`src/rtl/counter_ud_mod_presc.sv`:
```
// Up/down modulo counter with an 8-rate prescaler, synchronous load, terminal-count pulse and output inversion.
// Define COUNTER_SAT_EN to add the sat port, which holds the count at a boundary instead of wrapping.
module counter_ud_mod_presc #(
  parameter int N        = 8,
  parameter int PRESC_W  = 21,
  parameter int TAP_BASE = 0,
  parameter int TAP_STEP = 3
) (
  input  logic         clk,
  input  logic         reset,
  input  logic         en,
  input  logic         ud,
  input  logic         inv,
  input  logic [2:0]   fsel,
  input  logic         load,
  input  logic [N-1:0] din,
  input  logic [N-1:0] max,
`ifdef COUNTER_SAT_EN
  input  logic         sat,
`endif
  output logic [N-1:0] q,
  output logic         tc
);

  logic [N-1:0]       r_q, r_d;
  logic [PRESC_W-1:0] p_q, p_d;
  logic               tc_q, tc_d;
  logic               sat_mode;
  logic               tick;
  logic [PRESC_W-1:0] tap_mask [8];

`ifdef COUNTER_SAT_EN
  assign sat_mode = sat;
`else
  assign sat_mode = 1'b0;
`endif

  // One low-bits mask per rate: a tick fires when the low k prescaler bits are all ones.
  for (genvar gi = 0; gi < 8; gi++) begin : g_tap
    localparam int K = TAP_BASE + TAP_STEP * gi;
    localparam logic [PRESC_W:0] ONE_W = (PRESC_W + 1)'(1);
    localparam logic [PRESC_W:0] FULL  = (ONE_W << K) - ONE_W;
    assign tap_mask[gi] = FULL[PRESC_W-1:0];
  end

  assign tick = en & ((p_q & tap_mask[fsel]) == tap_mask[fsel]);

  always_comb begin
    r_d  = r_q;
    tc_d = 1'b0;
    p_d  = en ? p_q + PRESC_W'(1) : p_q;
    if (load) begin
      r_d = (din > max) ? max : din;
    end else if (tick) begin
      if (ud) begin
        if (r_q >= max) begin
          tc_d = 1'b1;
          r_d  = sat_mode ? r_q : '0;
        end else begin
          r_d = r_q + N'(1);
        end
      end else begin
        // A count left above a lowered max still walks down one step at a time.
        if (r_q == '0) begin
          tc_d = 1'b1;
          r_d  = sat_mode ? r_q : max;
        end else begin
          r_d = r_q - N'(1);
        end
      end
    end
  end

  always_ff @(posedge clk or posedge reset) begin
    if (reset) begin
      r_q  <= '0;
      p_q  <= '0;
      tc_q <= 1'b0;
    end else begin
      r_q  <= r_d;
      p_q  <= p_d;
      tc_q <= tc_d;
    end
  end

  assign q  = inv ? ~r_q : r_q;
  assign tc = tc_q;

endmodule

```
`config.mk`:
```
export PLATFORM = sky130hd
export DESIGN_NAME = counter_ud_mod_presc
export DESIGN_NICKNAME = d
export VERILOG_FILES = /design/src/rtl/counter_ud_mod_presc.sv
export SDC_FILE = /design/constraint.sdc
export NUM_CORES = 1
export LEC_CHECK = 0
export BUFFER_PORTS_ARGS = -buffer_cell sky130_fd_sc_hd__buf_2
export CORE_MARGIN = 2
export CORE_UTILIZATION = 46
export CTS_BUF_LIST = sky130_fd_sc_hd__clkbuf_2
export CTS_CLUSTER_SIZE = 20
export DETAILED_ROUTE_END_ITERATION = 10
export PLACE_DENSITY = 0.74
export SYNTH_ARGS = -nofsm -noshare
export SYNTH_HDL_FRONTEND = slang
export SYNTH_SLANG_ARGS = --single-unit
```
`constraint.sdc`:
```
create_clock -name clk -period 4.7 [get_ports clk]
set_clock_uncertainty 0.2 [all_clocks]
set_input_delay 0.235 -clock clk [delete_from_list [all_inputs] [get_ports clk]]
set_output_delay 0.235 -clock clk [all_outputs]
set_load 0.03 [all_outputs]
```
==> metrics.txt, run 1 <==
status=finished, final reports clean; Die Area=0.00574 mm2; leakage=1.27 nW; Post-synth EDFFs=0; Setup crit start=max[3]; vias=2069; CP Launch Type=primary input; vias in the first global route=1840; syn avg cell area=8.84 um2; slew margin rel.=43.0%; post-CTS setup buffers=0; Peak VDD IR=0.224 mV; fin crit share=67.8%; register share of total power=41.7%; I/O pin cnt=34; Cell Pwr Density=316 mW/mm2; DRC=0; Worst Max-Slew Pin Slew=0.849 ns; Synth Net Count=313; RR Endpoint=r_q[0]; Fin. Hold Viols=0; largest net degree at the start of global routing=31; Synth top area share=31.7%; n_diodes=0; CTS sink count=30; Worst Reg2Reg Path Length in Cells=8; first-pass GRT wire length=8.74 mm; TritonCTS clock tree=yes; CORE AREA=0.00504 mm2; largest area contributor in the netlist=dfrtp_1; share of cells above drive strength 1=15.5%; crit end category=register; Row Count=26; fill cell total of the finished layout=478; Port Buffers=33; initial antenna violation count=0; Slew Viols, Final=0; Placer Congestion=0.971; Sw Ratio=35.3%; worst-path maximum fanout=7; area grow syn2layout=15.4%; Tot GR Track Use=20.2%; clk buf depth=2; Overall Power=0.864 mW; sw power=0.305 mW; Reg-to-Reg Start=r_q[0]; Die Y=75.8 um; Synth async-reset ratio=100%; via density per instance=5.53; combinational share of power=31.1%; Critical Path Sink=r_q[4]; predominant post-synthesis flop cell=dfrtp_1; die width=75.8 um; CTS root buf=clkbuf_2; fmax=0.314 GHz; register area share after synthesis=31.7%; synth unique cells=51; Worst Min Path Start=max[6]; clock share of power=27.1%; top area cells in the synthesized netlist=dfrtp_1 32%, ha_1 11%, xor2_1 6.7%, xnor2_1 6.3%, nand3_1 3.4%; post-DP HPWL=4.06 mm; final setup TNS=0 ns; Max-Cap Viols=0; RSZ-0062 raised after global routing=no; final setup violating endpoints=0; H-tree Lvls=2; Overflow after GRT=0; Final #Nets=348; register bit total from synthesis=30; DR iter-0 viols=167; Cell Int Power=0.559 mW; DRT Pass-1 Iters=4; most numerous cell in the Yosys netlist=dfrtp_1; Critical Path RT=4.74 ns; final wirelength=5.46 mm; wire per inst=14.6 um; Setup Crit Path Kind=in2reg; post-route ant nets=0; Num CTS Buffers=5; synthesized cell area=0.00237 mm2; Post-synth top cells=30 x dfrtp_1, 20 x ha_1, 19 x inv_1; clock slew at reported path FFs=0.16 ns; Final min period=3.19 ns; Worst Path Arrival=3.23 ns; reg-to-reg setup timing slack=1.90 ns; clk_lat worst skew=0.35 ns; worst hold path class=in2reg; Synth Warn #=0; Mapped Cells=268; initial core utilization=47.0%
## metal layers
metal | GRT usage [%] | vias to the layer above | routed length, um
li1 | - | 1035 | -
met2 | 32.3 | 63 | 2520
met5 | 0 | - | 0
met4 | 5.85 | 0 | 61
met1 | 28.3 | 963 | 2560
met3 | 3.31 | 8 | 316
## worst min path at each step
stage               depth (start not counted)  slack (ns)  endpoint
floorplan                                   1        0.13    p_q[0]
global placement                            3        0.13    r_q[7]
detailed placement                          3        0.13        tc
CTS                                         3       0.003    r_q[4]
global route                                3       0.003    r_q[6]
finish                                      3        0.02    r_q[6]
## power groups by stage
stage                     Combinational, mW  Sequential (mW)  Clock, mW
final                                 0.269            0.361      0.235
after global routing                  0.300            0.369      0.254
after CTS                             0.266            0.360      0.242
after detailed placement              0.259            0.365          0
after global placement                0.257            0.364          0
after floorplan                       0.222            0.332          0
## logic make-up after synthesis
family | after synthesis | share of synthesized area, %
AND/OR/NAND/NOR | 78 | 17.6
adder cells (fa/ha/maj) | 20 | 10.6
multiplexers | 8 | 3.48
flip-flops | 30 | 31.7
AO/OA/AOI/OAI | 64 | 18.0
buffers and inverters | 33 | 5.75
XOR/XNOR | 35 | 12.9
## registers in the layout (all words and copies together), names as in the netlist
register	flops
tc	1
p_q	21
r_q	8
## per-stage QoR
stage               instances  hold slack [ns]  setup slack [ns]  instance area [um2]  util, %
floorplan                 268            0.126              2.13                 2370        -
global placement          358            0.132              2.08                 2560     50.9
detailed placement        358            0.129              2.00                 2560     50.9
CTS                       371          0.00297              1.53                 2700     53.6
global route              374          0.00300              1.41                 2730     54.2
finish                    374           0.0208              1.51                 2730     54.2
## worst max-delay path, cell delays in order
cell,delay [ns]
dlygate4sd3_1,0.53
buf_2,0.14
inv_1,0.10
ha_1,0.25
a21oi_1,0.15
inv_1,0.07
o21a_1,0.19
o21ai_1,0.67
mux2i_1,0.25
dlygate4sd3_1,0.57
o22ai_1,0.08
## layout by cell type, fill, tap and decap left out, types with 3 or more instances in the layout
master,n
a211oi_1,10
a21oi_1,10
a31oi_1,3
and2_1,3
and3_1,4
buf_2,33
clkbuf_2,5
dfrtp_1,30
dlygate4sd3_1,8
ha_1,20
inv_1,19
mux2i_1,6
nand2_1,17
nand3_1,16
nand4_1,3
nor2_1,11
nor3_1,6
o211ai_1,3
o21ai_0,13
o22ai_1,6
or3_1,3
xnor2_1,17
xor2_1,18
## final cells by class
type / count / area (um2) / share of cell area (%)
flip-flops and latches: 30 / 751 / 27.5
clock buffers: 5 / 25.0 / 0.915
well taps: 70 / 87.6 / 3.20
multi-input cells: 205 / 1480 / 54.2
clock inverters: 3 / 63.8 / 2.33
inverters: 19 / 71.3 / 2.61
repair buffers: 42 / 253 / 9.24
## repair_timing
item,4_1_cts,5_1_grt
hold buffers,5,3
resized for setup,0,0
hold endpoints to repair,36,2
Note: power is estimated with default switching activity, not from simulation.
==> inputs of run 2 (changes only) <==
PLACE_DENSITY = 0.77   (was 0.74)
clock period = 2.92 ns   (was 4.7 ns; I/O delays follow)
==> run 2 against run 1 <==
Critical path depth down 1. Worst setup slack worse by 1.2 ns. Sequential power up 58%. Global-route usage up 1.4 points. Power up 43%. Largest cell class unchanged.
==> metrics.txt, run 2 (synthesis gave the netlist of run 1 again) <==
Fin. Hold Viols=0 (unchanged); Critical Path RT=3.00 ns (was 4.74 ns); RSZ-0062 raised after global routing=no (unchanged); Setup crit start=max[3] (unchanged); slowest stage delay, CP=0.69 ns (was 0.67 ns); crit end category=register (unchanged); Num CTS Buffers=5 (unchanged); vias=2144 (was 2069); Tot GR Track Use=21.7% (was 20.2%); Row Count=26 (unchanged); max FFs per register=21 (unchanged); TritonCTS clock tree=yes (unchanged); DRC=0 (unchanged); Sw Ratio=40.4% (was 35.3%); fin crit share=90.1%; Final Util=55.2% (was 54.2%); combinational share of power=36.9% (was 31.1%); sw power=0.499 mW (was 0.305 mW); worst-path maximum fanout=7 (unchanged); CP Launch Type=primary input (unchanged); Peak VDD IR=0.404 mV (was 0.224 mV); initial antenna violation count=0 (unchanged); Overflow after GRT=0 (unchanged); final setup violating endpoints=0 (unchanged); most frequent cells in the layout=33 x buf_2, 30 x dfrtp_1, 20 x ha_1 (unchanged); Final min period=2.63 ns; Overall Power=1.24 mW (was 0.864 mW); clk_lat worst skew=0.39 ns (was 0.35 ns); n_diodes=0 (unchanged); largest net degree at the start of global routing=31 (unchanged); Die Y=75.8 um (unchanged); reg-to-reg setup timing slack=0.31 ns (was 1.90 ns); Cell Int Power=0.736 mW (was 0.559 mW); I/O pin cnt=34 (unchanged); leakage=1.29 nW (was 1.27 nW); Final #Nets=358 (was 348); CTS root buf=clkbuf_2 (unchanged); post-route ant nets=0 (unchanged); Top cell by count, worst path=inv_1; final setup TNS=0 ns (unchanged); final wirelength=5.76 mm (was 5.46 mm); pre-CTS setup slack=0.365 ns (was 2.00 ns); clock slew at reported path FFs=0.16 ns (about the same); first-pass GRT wire length=9.36 mm (was 8.74 mm); status=finished, final reports clean (unchanged); H-tree Lvls=2 (unchanged); Die Area=0.00574 mm2 (unchanged); initial core utilization=47.0% (unchanged); Port Buffers=33 (unchanged); worst hold path class=in2reg (unchanged); Worst Reg2Reg Path Length in Cells=7 (was 8); post-DP HPWL=4.13 mm (was 4.06 mm); Slew Viols, Final=0 (unchanged); clock share of power=17.0% (was 27.1%); commonest non-fill, non-tap cell in the layout=buf_2 (unchanged); area grow syn2layout=17.4% (was 15.4%); RR Endpoint=r_q[0] (unchanged); register share of total power=46.2% (was 41.7%); die width=75.8 um (unchanged); vias in the first global route=2100 (was 1840); Cell Pwr Density=444 mW/mm2 (was 316 mW/mm2); Slowest-stage cell, CP=o21ai_1 (unchanged); Setup Crit Path Kind=in2reg (unchanged); Placer Congestion=0.928 (was 0.971); CTS sink count=30 (unchanged); fmax=0.380 GHz; Reg-to-Reg Start=r_q[1] (was r_q[0]); Worst Path Arrival=2.71 ns (was 3.23 ns); share of cells above drive strength 1=15.6% (was 15.5%); wire per inst=15.0 um (was 14.6 um); DRT Pass-1 Iters=4 (unchanged); slew margin rel.=40.3% (was 43.0%); Worst Max-Slew Pin Slew=0.890 ns (was 0.849 ns); Critical Path Sink=r_q[1] (was r_q[4]); CP Cell Sequence=dlygate4sd3_1, buf_2, inv_1, ha_1, a21oi_1, inv_1, o21a_1, o21ai_1, mux2i_1, o22ai_1 (was dlygate4sd3_1, buf_2, inv_1, ha_1, a21oi_1, inv_1, o21a_1, o21ai_1, mux2i_1, dlygate4sd3_1, o22ai_1); via density per instance=5.58 (was 5.53); Biggest register=p_q (unchanged); DR iter-0 viols=144 (was 167); Max-Cap Viols=0 (unchanged); setup slack after layout=0.289 ns (was 1.51 ns); CORE AREA=0.00504 mm2 (unchanged); clk buf depth=2 (unchanged)
[run 2: cell count changes in the layout (fill, tap and decap cells not counted)]
cell and delta:
bufinv_16 -2, clkinv_2 +1, dlygate4sd3_1 +8, clkinvlp_4 +1, buf_4 +2
[run 2: metal layers]
layer  vias to the layer above  share of wire, %  track usage, %
met5                         -                 0               0
met4                         0               2.2            6.63
met3                        17               5.3            4.89
met2                        73                49            38.5
met1                       995                43            25.9
li1                       1059                 -               -
[run 2: metrics by stage]
stage	instances	hold slack [ns]	area (um2)
2_1_floorplan	268	0.0368	2370
5_1_grt	384	0.00189	2780
6_report	384	0.0246	2780
3_3_place_gp	360	0.0483	2580
4_1_cts	384	0.00263	2780
3_5_place_dp	360	0.0518	2580
[run 2: worst min path at each step]
stage | start | endpoint | cells after the start
after floorplan | reset | p_q[0] | 1
after global placement | reset | r_q[7] | 3
after detailed placement | reset | tc | 3
after CTS | ud | tc | 3
after global routing | ud | tc | 3
final | ud | tc | 3
[run 2: critical path: cells and delay by family]
family / cells / cell delay (ns)
AOI/OAI and AO/OA: 4 / 1.15
muxes: 1 / 0.31
buffers and inverters: 4 / 0.84
adders and majority gates: 1 / 0.26
[run 2: power by group through the flow]
stage | Clock, mW | Combinational (mW) | Sequential, mW
floorplan | 0 | 0.357 | 0.534
global placement | 0 | 0.425 | 0.575
detailed placement | 0 | 0.433 | 0.576
CTS | 0.219 | 0.453 | 0.569
global route | 0.234 | 0.508 | 0.581
finish | 0.209 | 0.455 | 0.570
[run 2: final cells by class]
type | count | area (um2)
clock buffers | 5 | 25.0
clock inverters | 3 | 16.3
inverters | 19 | 71.3
flip-flops and latches | 30 | 751
multi-input cells | 205 | 1480
fillers | 458 | 2260
repair buffers | 52 | 348
well taps | 70 | 87.6
[run 2: timing repair]
action                    CTS  global route
hold endpoints to repair   42             0
buffers inserted            0             0
gates resized for setup     0             0
hold buffers               16             0
==> inputs of run 3 (changes only) <==
==> constraint.sdc (replaced) <==
create_clock -name clk -period 2.92 [get_ports clk]
set_clock_uncertainty 0.2 [all_clocks]
set_input_delay 0.584 -clock clk [delete_from_list [all_inputs] [get_ports clk]]
set_output_delay 0.584 -clock clk [all_outputs]
set_load 0.03 [all_outputs]
==> run 3 against run 2 <==
First-iteration DRC count did not move. Worst hold slack improved by 0.010 ns. Highest routed layer unchanged. Maximum frequency rose by 3.5%. Largest cell class unchanged. Register-to-register slack improved by 0.07 ns.
==> metrics.txt, run 3 (synthesis gave the netlist of run 1 again) <==
commonest non-fill, non-tap cell in the layout=buf_2 (unchanged); status=finished, final reports clean (unchanged); Row Count=26 (unchanged); TritonCTS clock tree=yes (unchanged); CTS root buf=clkbuf_2 (unchanged); setup slack after layout=0.378 ns (was 0.289 ns); Fin. Hold Viols=0 (unchanged); clk buf depth=2 (unchanged); fmax=0.393 GHz (was 0.380 GHz); CP Cell Sequence=inv_1, ha_1, nor3b_1, and2_1, a21oi_1, o2111a_1, a311o_1 (was dlygate4sd3_1, buf_2, inv_1, ha_1, a21oi_1, inv_1, o21a_1, o21ai_1, mux2i_1, o22ai_1); Slew Viols, Final=0 (unchanged); fin crit share=87.1% (was 90.1%); slowest stage delay, CP=0.42 ns (was 0.69 ns); H-tree Lvls=2 (unchanged); Slowest-stage cell, CP=nor3b_1 (was o21ai_1); CTS sink count=30 (unchanged); Worst Path Arrival=2.62 ns (was 2.71 ns); Worst Reg2Reg Path Length in Cells=7 (unchanged); DR iter-0 viols=144 (unchanged); CP Launch Type=register (was primary input); Final min period=2.54 ns (was 2.63 ns); vias=2104 (was 2144); clk_lat worst skew=0.38 ns (was 0.39 ns); via density per instance=5.67 (was 5.58); Die Y=75.8 um (unchanged); cell depth of the worst setup path=7 (was 10); hold buffer count at cts=0 (was 16); initial antenna violation count=0 (unchanged); Tot GR Track Use=21.1% (was 21.7%); Max-Cap Viols=0 (unchanged); Overall Power=1.22 mW (was 1.24 mW); Worst Max-Slew Pin Slew=0.453 ns (was 0.890 ns); Reg-to-Reg Start=r_q[0] (was r_q[1]); Overflow after GRT=0 (unchanged); family with the most delay on the worst path=simple AND/OR/NAND/NOR gates (was compound AO/OA/AOI/OAI gates); Placer Congestion=0.915 (was 0.928); first-pass GRT wire length=9.19 mm (was 9.36 mm); vias in the first global route=2037 (was 2100); Critical Path RT=3.00 ns (about the same); DRC=0 (unchanged); post-route ant nets=0 (unchanged); pre-CTS setup slack=0.267 ns (was 0.365 ns); reg-to-reg setup timing slack=0.38 ns (was 0.31 ns); area grow syn2layout=11.6% (was 17.4%); crit end category=register (unchanged); share of cells above drive strength 1=17.3% (was 15.6%); Peak VDD IR=0.358 mV (was 0.404 mV); max FFs per register=21 (unchanged); Cell Pwr Density=460 mW/mm2 (was 444 mW/mm2); Port Buffers=33 (unchanged); WHS=0.0350 ns (was 0.0246 ns); initial core utilization=47.0% (unchanged); Final #Nets=345 (was 358); post-CTS setup buffers=0 (unchanged); post-DP HPWL=4.01 mm (was 4.13 mm); CORE AREA=0.00504 mm2 (unchanged); Setup Crit Path Kind=reg2reg (was in2reg); worst hold path class=in2async (was in2reg); leakage=1.24 nW (was 1.29 nW); post-CTS sizing=0 (unchanged); die width=75.8 um (unchanged); most frequent cells in the layout=33 x buf_2, 30 x dfrtp_1, 20 x ha_1 (unchanged); final setup TNS=0 ns (unchanged); slew margin rel.=69.8% (was 40.3%); worst-path maximum fanout=8 (was 7); RSZ-0062 raised after global routing=no (unchanged); DRT Pass-1 Iters=4 (unchanged); largest net degree at the start of global routing=31 (unchanged); Die Area=0.00574 mm2 (unchanged); I/O pin cnt=34 (unchanged); Num CTS Buffers=5 (unchanged); n_diodes=0 (unchanged); RR Endpoint=r_q[0] (unchanged); CP Buf/Inv Count=1 (was 4); Biggest register=p_q (unchanged); final wirelength=5.30 mm (was 5.76 mm); final setup violating endpoints=0 (unchanged); wire per inst=14.3 um (was 15.0 um); clock slew at reported path FFs=0.17 ns (was 0.16 ns)
-- run 3: worst reg2reg max path, cell delays in order (launching register included) --
cell and delay, ns:
dfrtp_1 0.41, inv_1 0.13, ha_1 0.26, nor3b_1 0.42, and2_1 0.37, a21oi_1 0.11
o2111a_1 0.23, a311o_1 0.32
-- run 3: how the worst max path moves through the flow --
stage                 from     end  slack, ns
floorplan           r_q[0]  r_q[5]       0.35
global placement    max[5]  r_q[0]       0.27
detailed placement  max[0]  r_q[0]       0.27
CTS                 r_q[0]  r_q[0]       0.38
global route        r_q[0]  r_q[0]       0.18
finish              r_q[0]  r_q[0]       0.38
-- run 3: per-layer routing --
layer	wire [um]	track usage [%]	up-vias
li1	-	-	1033
met1	2460	26.2	1025
met2	2590	36.2	39
met3	200	5.56	7
met4	49	5.85	0
met5	0	0	-
-- run 3: report_power, final --
group          internal (mW)  switching (mW)  total (mW)
sequential             0.477          0.0902       0.568
combinational          0.193           0.245       0.438
clock                 0.0544           0.155       0.210
total                  0.725           0.490        1.22
-- run 3: cell type report --
type	instances	area, um2
fill	498	2400
tap	70	87.6
multi-input combinational	205	1480
clock inverter	3	16.3
sequential	30	751
timing repair buffer	39	210
clock buffer	5	25.0
inverter	19	71.3
-- run 3: through the flow --
step	util [%]	area, um2	std cells
after floorplan	-	2370	268
after global placement	51.6	2600	363
after detailed placement	51.6	2600	363
after CTS	52.4	2640	371
after global routing	52.4	2640	371
final	52.4	2640	371
